===== config.mk =====
export PLATFORM = sky130hd
export DESIGN_NAME = nonce_dispatcher
export DESIGN_NICKNAME = d
export VERILOG_FILES = /design/src/rtl/nonce_dispatcher_pkg.sv /design/src/rtl/dispatch_prio_enc.sv /design/src/rtl/nonce_dispatcher.sv
export SDC_FILE = /design/constraint.sdc
export NUM_CORES = 1
export LEC_CHECK = 0
export BUFFER_PORTS_ARGS = -buffer_cell sky130_fd_sc_hd__buf_4
export CORE_AREA = 2 2 600 602
export CTS_CLUSTER_SIZE = 16
export DETAILED_ROUTE_END_ITERATION = 8
export DIE_AREA = 0 0 602 604
export PLACE_DENSITY_LB_ADDON = 0.25
export SYNTH_ARGS = -nofsm -noshare
export SYNTH_HDL_FRONTEND = slang
export SYNTH_SLANG_ARGS = --single-unit

===== constraint.sdc =====
create_clock -name clk -period 7.5 [get_ports clk]
set_input_delay 1.5 -clock clk [delete_from_list [all_inputs] [get_ports clk]]
set_output_delay 1.5 -clock clk [all_outputs]
set_load 0.005 [all_outputs]

===== src/rtl/nonce_dispatcher_pkg.sv =====
// Shared types and widths for the nonce dispatcher.
package nonce_dispatcher_pkg;
  localparam int NONCE_W  = 32;
  localparam int HASH_W   = 256;
  localparam int REMAIN_W = 33;

  typedef enum logic [1:0] {IDLE, RUN, QUIT} state_e;
endpackage


===== src/rtl/dispatch_prio_enc.sv =====
// Lowest-index one-hot priority encoder.
module dispatch_prio_enc #(
  parameter int N = 4
) (
  input  logic [N-1:0] req_i,
  output logic [N-1:0] gnt_o,
  output logic         vld_o
);
  // Two's-complement trick isolates the lowest set bit.
  assign gnt_o = req_i & (~req_i + N'(1));
  assign vld_o = |req_i;
endmodule


===== src/rtl/nonce_dispatcher.sv =====
// Hands nonces from an inclusive wrapping range to idle hashing modules and
// captures the first winning nonce/hash.
module nonce_dispatcher
  import nonce_dispatcher_pkg::*;
#(
  parameter int NUM_HM = 4
) (
  input  logic                     clk,
  input  logic                     n_rst,
  input  logic                     start,
  input  logic                     abort,
  input  logic [NONCE_W-1:0]       nonce_start,
  input  logic [NONCE_W-1:0]       nonce_end,
  input  logic [NUM_HM-1:0]        hm_done,
  input  logic [NUM_HM-1:0]        hm_valid,
  input  logic [NUM_HM*HASH_W-1:0] hm_hash,
  output logic [NUM_HM-1:0]        hm_begin,
  output logic [NUM_HM-1:0]        hm_quit,
  output logic [NUM_HM*NONCE_W-1:0] hm_nonce,
  output logic                     busy,
  output logic                     found,
  output logic                     exhausted,
  output logic                     search_done,
  output logic [NONCE_W-1:0]       found_nonce,
  output logic [HASH_W-1:0]        found_hash
);
  state_e                           state_q, state_d;
  logic [NUM_HM-1:0]                mask_q, mask_d, mask_cmp, inflight;
  logic [NONCE_W-1:0]               next_q, next_d;
  logic [REMAIN_W-1:0]              remain_q, remain_d;
  logic [NUM_HM-1:0][NONCE_W-1:0]   nonce_q, nonce_d;
  logic [NUM_HM-1:0]                begin_q, begin_d, quit_q, quit_d;
  logic                             busy_q, busy_d, found_q, found_d;
  logic                             exh_q, exh_d, sdone_q, sdone_d;
  logic [NONCE_W-1:0]               fnonce_q, fnonce_d, win_nonce;
  logic [HASH_W-1:0]                fhash_q, fhash_d, win_hash;
  logic [NUM_HM-1:0]                win_req, win_gnt, free_req, disp_gnt;
  logic                             win_vld, disp_vld;

  assign win_req  = mask_q & hm_done & hm_valid;
  assign free_req = ~mask_q & ~hm_done;
  assign mask_cmp = mask_q & ~(hm_done & ~hm_valid);
  // Modules reporting done this cycle are no longer in flight and get no quit.
  assign inflight = mask_q & ~hm_done;

  dispatch_prio_enc #(.N(NUM_HM)) u_win  (.req_i(win_req),  .gnt_o(win_gnt),  .vld_o(win_vld));
  dispatch_prio_enc #(.N(NUM_HM)) u_disp (.req_i(free_req), .gnt_o(disp_gnt), .vld_o(disp_vld));

  always_comb begin
    win_nonce = '0;
    win_hash  = '0;
    for (int i = 0; i < NUM_HM; i++)
      if (win_gnt[i]) begin
        win_nonce = nonce_q[i];
        win_hash  = hm_hash[i*HASH_W +: HASH_W];
      end
  end

  always_comb begin
    state_d  = state_q;
    mask_d   = mask_q;
    next_d   = next_q;
    remain_d = remain_q;
    nonce_d  = nonce_q;
    begin_d  = '0;
    quit_d   = '0;
    busy_d   = busy_q;
    found_d  = found_q;
    exh_d    = exh_q;
    sdone_d  = 1'b0;
    fnonce_d = fnonce_q;
    fhash_d  = fhash_q;
    case (state_q)
      IDLE: if (start) begin
        next_d   = nonce_start;
        remain_d = {1'b0, nonce_end - nonce_start} + REMAIN_W'(1);
        found_d  = 1'b0;
        exh_d    = 1'b0;
        busy_d   = 1'b1;
        state_d  = RUN;
      end
      RUN: begin
        if (abort) begin
          quit_d  = inflight;
          mask_d  = inflight;
          state_d = QUIT;
        end else if (win_vld) begin
          found_d  = 1'b1;
          fnonce_d = win_nonce;
          fhash_d  = win_hash;
          quit_d   = inflight;
          mask_d   = inflight;
          state_d  = QUIT;
        end else if (remain_q == '0 && mask_q == '0) begin
          exh_d   = 1'b1;
          sdone_d = 1'b1;
          busy_d  = 1'b0;
          state_d = IDLE;
        end else begin
          mask_d = mask_cmp;
          if (remain_q != '0 && disp_vld) begin
            mask_d   = mask_cmp | disp_gnt;
            begin_d  = disp_gnt;
            next_d   = next_q + NONCE_W'(1);
            remain_d = remain_q - REMAIN_W'(1);
            for (int i = 0; i < NUM_HM; i++)
              if (disp_gnt[i]) nonce_d[i] = next_q;
          end
        end
      end
      QUIT: begin
        mask_d  = '0;
        sdone_d = 1'b1;
        busy_d  = 1'b0;
        state_d = IDLE;
      end
      default: state_d = IDLE;
    endcase
  end

  always_ff @(posedge clk or negedge n_rst) begin
    if (!n_rst) begin
      state_q  <= IDLE;
      mask_q   <= '0;
      next_q   <= '0;
      remain_q <= '0;
      nonce_q  <= '0;
      begin_q  <= '0;
      quit_q   <= '0;
      busy_q   <= 1'b0;
      found_q  <= 1'b0;
      exh_q    <= 1'b0;
      sdone_q  <= 1'b0;
      fnonce_q <= '0;
      fhash_q  <= '0;
    end else begin
      state_q  <= state_d;
      mask_q   <= mask_d;
      next_q   <= next_d;
      remain_q <= remain_d;
      nonce_q  <= nonce_d;
      begin_q  <= begin_d;
      quit_q   <= quit_d;
      busy_q   <= busy_d;
      found_q  <= found_d;
      exh_q    <= exh_d;
      sdone_q  <= sdone_d;
      fnonce_q <= fnonce_d;
      fhash_q  <= fhash_d;
    end
  end

  assign hm_begin    = begin_q;
  assign hm_quit     = quit_q;
  assign hm_nonce    = nonce_q;
  assign busy        = busy_q;
  assign found       = found_q;
  assign exhausted   = exh_q;
  assign search_done = sdone_q;
  assign found_nonce = fnonce_q;
  assign found_hash  = fhash_q;
endmodule


==> results of run 1 <==
[registers in the layout (all words and copies together) (netlist names), 2 cells and up]
register,cells
found_nonce,32
remain_q,33
hm_begin,4
found_hash,256
hm_nonce,128
hm_quit,4
next_q,32
state_q,2
mask_q,4
[layer usage]
metal | share of wire [%] | wire, µm | up-vias | track usage [%]
li1 | - | - | 15619 | -
met1 | 38 | 127000 | 17732 | 19.9
met2 | 50 | 166000 | 1829 | 30.7
met3 | 8.0 | 26800 | 565 | 5.37
met4 | 4.0 | 13200 | 114 | 6.86
met5 | 0.22 | 720 | - | 0
[worst max-delay path, stage by stage]
cell,delay (ps)
buf_4,110
inv_1,70
ha_1,190
inv_1,60
fa_1,450
a211oi_2,370
o31a_1,540
mux2i_1,170
or3_4,380
nor4b_4,360
nor4b_4,470
nand3_2,190
nor3b_2,300
nand2_1,110
o31ai_2,210
[power groups by stage]
stage                     registers, mW  logic (mW)  clock network, mW
after detailed placement           4.58        5.74                  0
after global placement             4.55        5.71                  0
after CTS                          4.54        5.75               4.42
after global routing               4.67        6.12               4.49
final                              4.55        5.63               4.25
after floorplan                    4.19        2.43                  0
[kinds of logic (layout without fill, tap and decap cells)]
logic type | count (synthesis) | in the layout | synth area share (%)
other cells | 0 | 62 | 0
compound gates | 1199 | 1199 | 28.5
mux | 9 | 9 | 0.312
xor+xnor | 41 | 41 | 1.27
fa+ha+maj | 39 | 39 | 1.72
buf+inv | 372 | 1791 | 5.18
simple gates | 1348 | 1348 | 19.7
flops | 499 | 499 | 43.3
[layout make-up]
| class | instances | area, µm² | area share, % |
|---|---|---|---|
| sequential | 499 | 12500 | 25.6 |
| inverter | 57 | 214 | 0.439 |
| multi-input combinational | 2636 | 14900 | 30.6 |
| clock inverter | 31 | 425 | 0.873 |
| clock buffer | 109 | 2420 | 4.96 |
| timing repair buffer | 1594 | 12100 | 24.9 |
| tap | 4773 | 5970 | 12.3 |
| antenna | 62 | 155 | 0.318 |
[worst paths after layout]
kind,to
setup / recovery,remain_q[32]$_DFFE_PN0P_
hold / removal,found_hash[42]$_DFFE_PN0P_
setup reg to reg,next_q[10]$_DFFE_PN0P_
hold reg to reg,found_hash[42]$_DFFE_PN0P_
max in group asynchronous,found_hash[183]$_DFFE_PN0P_
min in group asynchronous,found_hash[37]$_DFFE_PN0P_
[through the flow]
stage	util [%]	hold slack [ps]	power [mW]
2_1_floorplan	-	455	6.61
3_3_place_gp	12.8	464	10.3
3_5_place_dp	12.8	472	10.3
4_1_cts	13.6	485	14.7
5_1_grt	13.6	500	15.3
6_report	13.6	479	14.4
[placed cells by master (no fill, tap or decap), drive strengths merged, types with 14 or more instances in the layout]
| cell type | instances |
|---|---|
| and3 | 22 |
| or3 | 14 |
| dfrtp | 499 |
| buf | 1594 |
| clkinv | 16 |
| nand3 | 66 |
| o21ai | 373 |
| nand4 | 18 |
| nor2 | 347 |
| a22oi | 291 |
| nor3 | 40 |
| o22ai | 40 |
| and2 | 16 |
| nand2 | 759 |
| ha | 38 |
| diode | 62 |
| clkbuf | 109 |
| a221oi | 292 |
| xnor2 | 25 |
| inv | 57 |
| xor2 | 16 |
| a21oi | 110 |
==> reports/results.tsv, run 1 <==
metric	value	unit
vias_per_cell	3.67	
cts_sinks	499	
crit_path_start	nonce_end[0]	
cts_buffers	84	
synth_cell_type_count	95	
clock-root-buffer	clkbuf_16	
end_kind	flip-flop	
grt-ovfl-total	0	
ir_drop	0.000178	V
place_inst	9559	
numPortBuffers	1527	
syn_avg_cell_area	8.23	µm²
hp-class	reg -> reg	
hold_buffers	0	
hp-start	found_hash[42]$_DFFE_PN0P_	
cts_setup_buffers	0	
final_min_period_over_clock_period	63.2	%
fin_nets	6011	
synth_area_leaders	dfrtp_1, nand2_1, a221oi_1	
die_area	364000	µm²
die_x	602	µm
placed_cell_area	45700	µm²
power.internal	8.42	mW
slew_viol_final	0	
coreArea	358000	µm²
synth_area	28900	µm²
grt_pass1_wl	413	mm
setup_viol	0	
maxSlewHeadroom	25.5	%
dr.pass1.iters	8	
setup_ws	2760	ps
drive_gt1_share	36.1	%
antenna_found_initial	252	
holdPathStages	2	
pre_cts_ws	1890	ps
synth-seq-cells	499	
syn_nets	4646	
rows	220	
rrSetupSlack	3030	ps
tns	0	ps
ys.flop_type	dfrtp_1	
sequentialPowerShare	31.5	%
drcViolationCount	0	
drt-total-wl	333	mm
synth_top_area_share	43.3	%
arrival	5470	ps
initial_core_util	8.07	%
fin_cells	9761	
swShare	41.6	%
cts_resized	0	
tritoncts	yes	
power.density	296	nW/µm²
required	8230	ps
clock.fmax	211	MHz
synth_commonest_cells	nand2_1, dfrtp_1, o21ai_0, nor2_1	
wl_per_cell	34.1	µm
via_count	35859	
ys_warn_count	0	
synth.most_common_cell	nand2_1	
rr_startpoint	remain_q[11]$_DFFE_PN0P_	
crit_path_max_fanout	10	
grt_max_degree	177	
clock_latency	820	ps
synth_edf_count	0	
skew	76.6	ps
dp_hpwl	284	mm
rsz0062_at_grt	no	
setup.worst_path.start_class	primary input	
globalplace.congestion	0.976	
rr_worst_depth	9	
drt_iter0_markers	3158	
io_pins	1528	
finalCriticalPeriod	4740	ps
async_reset_ff_share	100	%
tightest_slew	1120	ps
yosysTopAreaCell	dfrtp_1	
hold_viol_final	0	
n_fill_cell	41065	
ys_seq_area_share	43.3	%
p_comb_share	39.0	%
worstSetupPathType	in -> reg	
status	complete, no violations	
htreeDepth	3	
grt_pass1_vias	35020	
clkPwrFrac	29.5	%
leakagePower	21.2	nW
clk_pin_slew	50	ps
drtAntennaViolNets	0	
grt_usage	17.6	%
cts_buffer_depth	4	
die_h	604	µm
stdcell_area	48700	µm²
synth_cells	3507	
area_growth	68.9	%
p_sw	6.01	mW
timing.max_cap.violations	0	
Power figures use the tool's default switching activity.
==> inputs of run 2 (changes only) <==
==> constraint.sdc (replaced) <==
create_clock -name clk -period 4.1 [get_ports clk]
set_input_delay 0.82 -clock clk [delete_from_list [all_inputs] [get_ports clk]]
set_output_delay 0.82 -clock clk [all_outputs]
set_load 0.005 [all_outputs]
==> run 2 against run 1 <==
Sequential share of layout area shrank 0.74 points. Critical path depth grew 1. Wire length grew 0.40%. Register-to-register slack lost 2700 ps. Via count grew 1.9%. Critical endpoint is now remain_q[31]$_DFFE_PN0P_. Total power grew 83%. Clock skew is essentially flat. Hold slack lost 190 ps. Count of clock-buffer cells in the layout grew 1. Utilization grew 0.40 points.
==> reports/results.tsv, run 2 (same netlist as run 1, synthesis figures left out) <==
metric	value	unit	change
ir_drop	0.000353	V	+98%
power.density	526	nW/µm²	+78%
wl_per_cell	33.6	µm	-1.4%
io_pins	1528		unchanged
die_area	364000	µm²	unchanged
globalplace.congestion	1.00		+2.7%
clock_latency	830	ps	about the same
slew_viol_final	0		unchanged
coreArea	358000	µm²	unchanged
fin_nets	6180		+2.8%
setup.worst_path.start_class	primary input		
required	4780	ps	-3450 ps
drtAntennaViolNets	0		unchanged
hold_viol_final	0		unchanged
finalCriticalPeriod	3750	ps	
status	complete, no violations		
worstSetupPathType	in -> reg		
arrival	4430	ps	-1040 ps
grt_max_degree	84		-53%
vias_per_cell	3.67		about the same
via_count	36525		+1.9%
rows	220		unchanged
drive_gt1_share	38.1	%	+2.0 points
whs	292	ps	-187 ps
drt_iter0_markers	2949		-6.6%
area_growth	73.9	%	
die_h	604	µm	unchanged
cts_buffer_depth	4		unchanged
final_common_cell	buf_4		
skew	77.0	ps	+0.365 ps
clock-root-buffer	clkbuf_16		
drt-total-wl	334	mm	+0.40%
final_min_period_over_clock_period	91.4	%	
clk_pin_slew	60	ps	about the same
pre_cts_ws	-623	ps	-2510 ps
crit_path_max_fanout	4		-6
leakagePower	22.1	nW	+4.0%
setup_ws	351	ps	-2410 ps
grt_pass1_vias	35619		+1.7%
setup_viol	0		unchanged
rsz0062_at_grt	no		
numPortBuffers	1527		unchanged
cts_buffers	82		-2.4%
tritoncts	yes		
maxSlewHeadroom	21.6	%	-4.0 points
timing.max_cap.violations	0		unchanged
grt-ovfl-total	0		unchanged
end_kind	flip-flop		
cts_setup_buffers	0		unchanged
clock.fmax	267	MHz	
dp_hpwl	288	mm	+1.3%
drcViolationCount	0		unchanged
htreeDepth	3		unchanged
cts_sinks	499		unchanged
grt_pass1_wl	416	mm	+0.76%
final_cell_mix	buf_4, nand2_1, dfrtp_1		
grt_usage	17.7	%	+0.091 points
antenna_found_initial	248		-1.6%
hp-class	in -> reg		
tightest_slew	1180	ps	+59.7 ps
largest_reg_flops	256		unchanged
dr.pass1.iters	5		-3
die_x	602	µm	unchanged
initial_core_util	8.07	%	unchanged
-- run 2: cell types whose count changed in the layout (fill, tap and decap cells not counted), sizes merged --
| cell | before | now |
|---|---|---|
| clkinvlp | 6 | 4 |
| diode | 62 | 68 |
| clkbuf | 109 | 110 |
| inv | 57 | 59 |
| clkinv | 16 | 23 |
| dlygate4sd3 | 0 | 1 |
| bufinv | 9 | 3 |
| buf | 1594 | 1764 |
-- run 2: where the power goes --
group | switching [mW] | total (mW) | internal (mW)
clock | 3.02 | 7.17 | 4.15
sequential | 1.74 | 8.28 | 6.55
combinational | 6.30 | 11.0 | 4.66
total | 11.1 | 26.4 | 15.4
-- run 2: worst paths after layout --
kind	start	end	slack [ps]	cells past startpoint
worst max-delay path	nonce_end[0]	remain_q[31]$_DFFE_PN0P_	350	16
worst max register to register	remain_q[0]$_DFFE_PN0P_	hm_nonce[20]$_DFFE_PN0P_	370	11
worst min-delay path	nonce_start[12]	next_q[12]$_DFFE_PN0P_	290	3
worst min register to register	found_hash[234]$_DFFE_PN0P_	found_hash[234]$_DFFE_PN0P_	480	2
max in group asynchronous	n_rst	found_hash[197]$_DFFE_PN0P_	2280	3
min in group asynchronous	n_rst	found_hash[247]$_DFFE_PN0P_	690	2
-- run 2: timing repair --
action	CTS	global route
resized for setup	0	2
setup endpoints to repair	0	2
endpoints found under the hold margin	3	0
hold buffers	1	0
-- run 2: per-layer routing --
layer	up-vias	wire length, µm	global-route usage [%]
met5	-	823	0
li1	15995	-	-
met3	551	29800	6.12
met1	18073	124000	19.6
met4	116	14900	7.11
met2	1790	165000	30.8
-- run 2: area by class of cell --
cell class	instances	area, µm²
sequential	499	12500
inverter	57	214
multi-input combinational	2636	14900
antenna	68	170
clock buffer	110	2320
tap	4773	5970
fill	41064	307000
clock inverter	32	283
timing repair buffer	1765	13800
-- run 2: per-stage QoR --
| step | instances | utilization [%] | power, mW | area (µm²) | TNS (ps) |
|---|---|---|---|---|---|
| after global placement | 9729 | 13.3 | 19.5 | 47400 | -7080 |
| after detailed placement | 9729 | 13.3 | 19.5 | 47400 | -5980 |
| final | 9940 | 14.0 | 26.4 | 50200 | 0 |
| after floorplan | 3507 | - | 12.1 | 28900 | 0 |
| after global routing | 9912 | 14.0 | 28.0 | 50100 | 0 |
| after CTS | 9872 | 14.0 | 27.0 | 50000 | 0 |
-- run 2: worst max-delay path, cell delays in order --
cell      delay, ps
buf_4           120
inv_1            50
ha_1            170
inv_1            70
fa_1            500
or3b_1          350
nor4b_1         260
buf_4           160
o211ai_2        110
nor4_2          290
nand4b_1        230
nor3_4          330
nand4_1         240
nor4_2          230
xnor2_1         130
a221o_1         350
